===== src/rtl/input_debouncer_pkg.sv =====
// Shared types and limits for the pin-input debounce blocks.
package debounce_pkg;

   typedef enum logic [1:0] {
      STABLE_LO,
      CHK_HI,
      STABLE_HI,
      CHK_LO
   } deb_state_t;

   localparam int DEB_MIN_CYCLES = 2;

endpackage


===== src/rtl/input_debouncer_sync.sv =====
// Multi-flop level synchronizer for a single asynchronous input bit.
// Only the next stage reads each flop, so metastability stays inside the chain.
module bit_synchronizer
   import debounce_pkg::*;
#(
   parameter int   STAGES    = 2,
   parameter logic RESET_VAL = 1'b0
) (
   input  logic clk,
   input  logic reset,
   input  logic d_i,
   output logic q_o
);

   logic [STAGES-1:0] sync_q;

   // Shift the raw level through the chain; all stages load RESET_VAL in reset.
   always_ff @(posedge clk or negedge reset) begin
      if (!reset) begin
         sync_q <= {STAGES{RESET_VAL}};
      end else begin
         sync_q <= {sync_q[STAGES-2:0], d_i};
      end
   end

   assign q_o = sync_q[STAGES-1];

endmodule


===== src/rtl/input_debouncer.sv =====
// Synchronizes a raw pin level and accepts a new level only after it has been
// seen for DEBOUNCE_CYCLES consecutive samples; aborted candidates pulse glitch_o.
module input_debouncer
   import debounce_pkg::*;
#(
   parameter int   SYNC_STAGES     = 2,
   parameter int   DEBOUNCE_CYCLES = 4,
   parameter logic RESET_VAL       = 1'b0
) (
   input  logic clk,
   input  logic reset,
   input  logic a_raw_i,
   output logic a_o,
   output logic busy_o,
   output logic glitch_o
);

   localparam int             CW      = $clog2(DEBOUNCE_CYCLES);
   localparam logic [CW-1:0]  CNT_MAX = CW'(DEBOUNCE_CYCLES - 1);
   localparam deb_state_t     RST_ST  = RESET_VAL ? STABLE_HI : STABLE_LO;

   if (SYNC_STAGES < 2) begin : g_bad_sync
      $error("input_debouncer: SYNC_STAGES must be at least 2");
   end
   if (DEBOUNCE_CYCLES < DEB_MIN_CYCLES) begin : g_bad_deb
      $error("input_debouncer: DEBOUNCE_CYCLES below DEB_MIN_CYCLES");
   end

   logic          s;
   deb_state_t    state_q, state_d;
   logic [CW-1:0] cnt_q, cnt_d;
   logic          a_q, a_d;
   logic          busy_q, busy_d;
   logic          glitch_q, glitch_d;

   bit_synchronizer #(
      .STAGES    (SYNC_STAGES),
      .RESET_VAL (RESET_VAL)
   ) u_sync (
      .clk   (clk),
      .reset (reset),
      .d_i   (a_raw_i),
      .q_o   (s)
   );

   // State, counter and registered outputs.
   always_ff @(posedge clk or negedge reset) begin
      if (!reset) begin
         state_q  <= RST_ST;
         cnt_q    <= '0;
         a_q      <= RESET_VAL;
         busy_q   <= 1'b0;
         glitch_q <= 1'b0;
      end else begin
         state_q  <= state_d;
         cnt_q    <= cnt_d;
         a_q      <= a_d;
         busy_q   <= busy_d;
         glitch_q <= glitch_d;
      end
   end

   // Qualify candidate level changes; glitch is a single-cycle pulse on abort.
   always_comb begin
      state_d  = state_q;
      cnt_d    = cnt_q;
      a_d      = a_q;
      busy_d   = busy_q;
      glitch_d = 1'b0;
      unique case (state_q)
         STABLE_LO: begin
            if (s) begin
               state_d = CHK_HI;
               cnt_d   = CW'(1);
               busy_d  = 1'b1;
            end
         end
         CHK_HI: begin
            if (s) begin
               if (cnt_q == CNT_MAX) begin
                  state_d = STABLE_HI;
                  a_d     = 1'b1;
                  busy_d  = 1'b0;
                  cnt_d   = '0;
               end else begin
                  cnt_d = cnt_q + CW'(1);
               end
            end else begin
               state_d  = STABLE_LO;
               cnt_d    = '0;
               busy_d   = 1'b0;
               glitch_d = 1'b1;
            end
         end
         STABLE_HI: begin
            if (!s) begin
               state_d = CHK_LO;
               cnt_d   = CW'(1);
               busy_d  = 1'b1;
            end
         end
         CHK_LO: begin
            if (!s) begin
               if (cnt_q == CNT_MAX) begin
                  state_d = STABLE_LO;
                  a_d     = 1'b0;
                  busy_d  = 1'b0;
                  cnt_d   = '0;
               end else begin
                  cnt_d = cnt_q + CW'(1);
               end
            end else begin
               state_d  = STABLE_HI;
               cnt_d    = '0;
               busy_d   = 1'b0;
               glitch_d = 1'b1;
            end
         end
         default: begin
            state_d = RST_ST;
            cnt_d   = '0;
         end
      endcase
   end

   assign a_o      = a_q;
   assign busy_o   = busy_q;
   assign glitch_o = glitch_q;

endmodule


===== config.mk =====
export PLATFORM = sky130hd
export DESIGN_NAME = input_debouncer
export DESIGN_NICKNAME = d
export VERILOG_FILES = /design/src/rtl/input_debouncer_pkg.sv /design/src/rtl/input_debouncer_sync.sv /design/src/rtl/input_debouncer.sv
export SDC_FILE = /design/constraint.sdc
export NUM_CORES = 1
export LEC_CHECK = 0
export CORE_AREA = 8 8 45 47
export DETAILED_ROUTE_END_ITERATION = 10
export DIE_AREA = 0 0 53 55
export HOLD_SLACK_MARGIN = 0.05
export PLACE_DENSITY = 0.55
export SYNTH_ARGS = -nofsm -noshare
export SYNTH_HDL_FRONTEND = slang
export SYNTH_SLANG_ARGS = --single-unit

===== constraint.sdc =====
create_clock -name clk -period 1.6 [get_ports clk]
set_input_delay 0.32 -clock clk [delete_from_list [all_inputs] [get_ports clk]]
set_output_delay 0.32 -clock clk [all_outputs]
set_load 0.05 [all_outputs]

==> results by group <==
Placement
  • Gpl congestion: 0.751
  • Post-DP HPWL: 469 microns
  • Placed cells: 48
  • Cell area after placement: 428 sq um
  • PortBufs: 5

Cells and area
  • Fin area: 454 sq um
  • Layout cells sized above 1: 16.7%
  • Most common cell after layout, fill and taps aside: dfrtp_1
  • Total Nets Final: 41
  • Area grow syn2layout: 33.5%
  • Post-layout util: 32.8%
  • Cell Count, Final, Fillers Out: 52
  • Most frequent cells in the layout: 9 x dfrtp_1, 3 x clkbuf_4
  • Filler instances: 138
  • Ant diodes: 0

Floorplanning
  • Row Count: 14
  • Area of the core: 1380 sq um
  • I/O pin count: 6
  • Die ar.: 2920 sq um
  • Initial Util: 24.6%
  • Die Span X: 53 microns
  • Chip Height: 55 microns

Clock network
  • Skew-Pair Late Insertion Delay: 260 ps
  • Clock-pin slew on the worst setup and hold paths: 60 ps
  • CTS sink count: 9
  • CTS resizes: 0
  • Total CTS buffers: 3
  • CTS max path bufs: 2
  • H-tree depth: 1
  • Postcts setup bufs: 0
  • Clock root buffer: clkbuf_4
  • CTS Hold Buffers Added: 0
  • TritonCTS clock tree: yes

Power and ir drop
  • Peak supply drop: 0.510 mV
  • P_leak: 0.196 nW
  • PwrDens: 2100 nW/um^2

Route
  • Post-route antenna net violation count: 0
  • 1st-iter DRT viols: 8
  • Vias per inst: 4.62
  • DR WL/cell: 11.6 microns
  • First drt pass iteration count: 2
  • Via count: 240
  • Final WL: 602 microns
  • Drt drc: 0

Critical path
  • CP max FO: 5
  • Slowest cell on crit path: dfrtp_1
  • CP delay by family, top: flip-flops
  • Crit start category: flop
  • Largest stage delay, worst path: 400 ps
  • WS Path Type: reg2reg
  • Cells along the critical path: ha_1, nand2_1, mux2_1
  • WP data required: 1740 ps
  • CP arrival: 1360 ps
  • R2r setup slk: 380 ps
  • Crit Reg-Reg Startpoint: cnt_q[0]$_DFFE_PN0P_
  • WP buf/inv: 0
  • Worst setup EP type: flop
  • Worst R2R Path Depth: 3

Run status
  • Outcome: finished, final reports clean

STA
  • Worst Tran Pin Value: 373 ps
  • Post-route minimum period: 1220 ps
  • Post-Route Skew: 3.36 ps
  • Relative slew slack: 75.1%
  • Setup TNS: 0 ps
  • Slew Viols, Final: 0
  • Final setup violating endpoints: 0
  • Crit share post-route: 76.4%
  • Peak Freq: 0.818 GHz
  • Hold Fails Final Rpt: 0
  • Final hold slack: 339 ps
  • RSZ-0062 raised after global routing: false

Yosys
  • Yosys warning total: 0
  • Mean post-synth cell area: 12.6 sq um
  • Number of distinct library cells after synthesis: 16
  • Yosys reg bits: 9
  • Synth top area cells: dfrtp_1 66%, ha_1 3.7%, mux2_1 3.3%, a21oi_1 2.9%, o21ai_0 2.9%
  • Syn_nets: 31
  • Post-Syn Area: 340 sq um
  • Cell taking the most area after synthesis: dfrtp_1
  • Synth top area share: 66.2%
  • Seq/Total Area, Yosys: 66.2%
  • Cells after synthesis: 27

Worst hold path
  • Tightest Hold Check Type: in2async

Global route
  • Initial antenna violation count: 0
  • Largest net degree at the start of global routing: 10
  • Grt ovf: 0
  • Total track usage: 5.62%
  • Vias in the first global route: 280
  • Global-route wire length before repair: 1.14 mm

Flow run
  • Number of max-cap violations: 0
[power by group]
part           switching (mW)  internal [mW]
sequential             0.0867          0.309
combinational           0.209          0.174
clock                  0.0789         0.0961
total                   0.375          0.579
[cell type report]
cell class / count / area, sq um / area share [%]
well taps: 16 / 20.0 / 4.41
clock buffers: 4 / 26.3 / 5.79
multi-input cells: 18 / 115 / 25.3
repair buffers: 5 / 67.6 / 14.9
flip-flops and latches: 9 / 225 / 49.6
[cells by family after synthesis]
| group | count (synthesis) | synth area share, % |
|---|---|---|
| flip-flops | 9 | 66.2 |
| XOR/XNOR | 2 | 5.15 |
| adder cells (fa/ha/maj) | 1 | 3.68 |
| AO/OA/AOI/OAI | 8 | 13.2 |
| AND/OR/NAND/NOR | 6 | 8.46 |
| multiplexers | 1 | 3.31 |
[cell usage after synthesis (all sizes together)]
library cell	instances
o22ai	1
a21oi	2
o21a	1
ha	1
nor2	1
xnor2	1
nand2b	1
xor2	1
nand3	1
o21ai	3
and2	1
mux2	1
a31oi	1
nand2	2
dfrtp	9
[layer usage]
layer | share of wire (%) | global-route usage (%)
met1 | 38 | 5.28
met5 | 0 | 0
met3 | 7.0 | 2.67
met4 | 3.7 | 7.33
met2 | 51 | 8.01
[how the worst max path moves through the flow]
stage	from	to	slack, ps	cells past startpoint
3_5_place_dp	cnt_q[0]$_DFFE_PN0P_	flop	380	3
4_1_cts	cnt_q[0]$_DFFE_PN0P_	flop	370	3
6_report	cnt_q[0]$_DFFE_PN0P_	flop	380	3
2_1_floorplan	cnt_q[0]$_DFFE_PN0P_	flop	480	3
5_1_grt	cnt_q[0]$_DFFE_PN0P_	flop	300	3
3_3_place_gp	cnt_q[0]$_DFFE_PN0P_	flop	440	3
[metrics by stage]
stage          setup slack (ps)  power (mW)
2_1_floorplan               484       0.622
3_3_place_gp                445       0.765
3_5_place_dp                380       0.788
4_1_cts                     371       0.963
5_1_grt                     298        1.02
6_report                    377       0.954
Power figures use the tool's default switching activity.
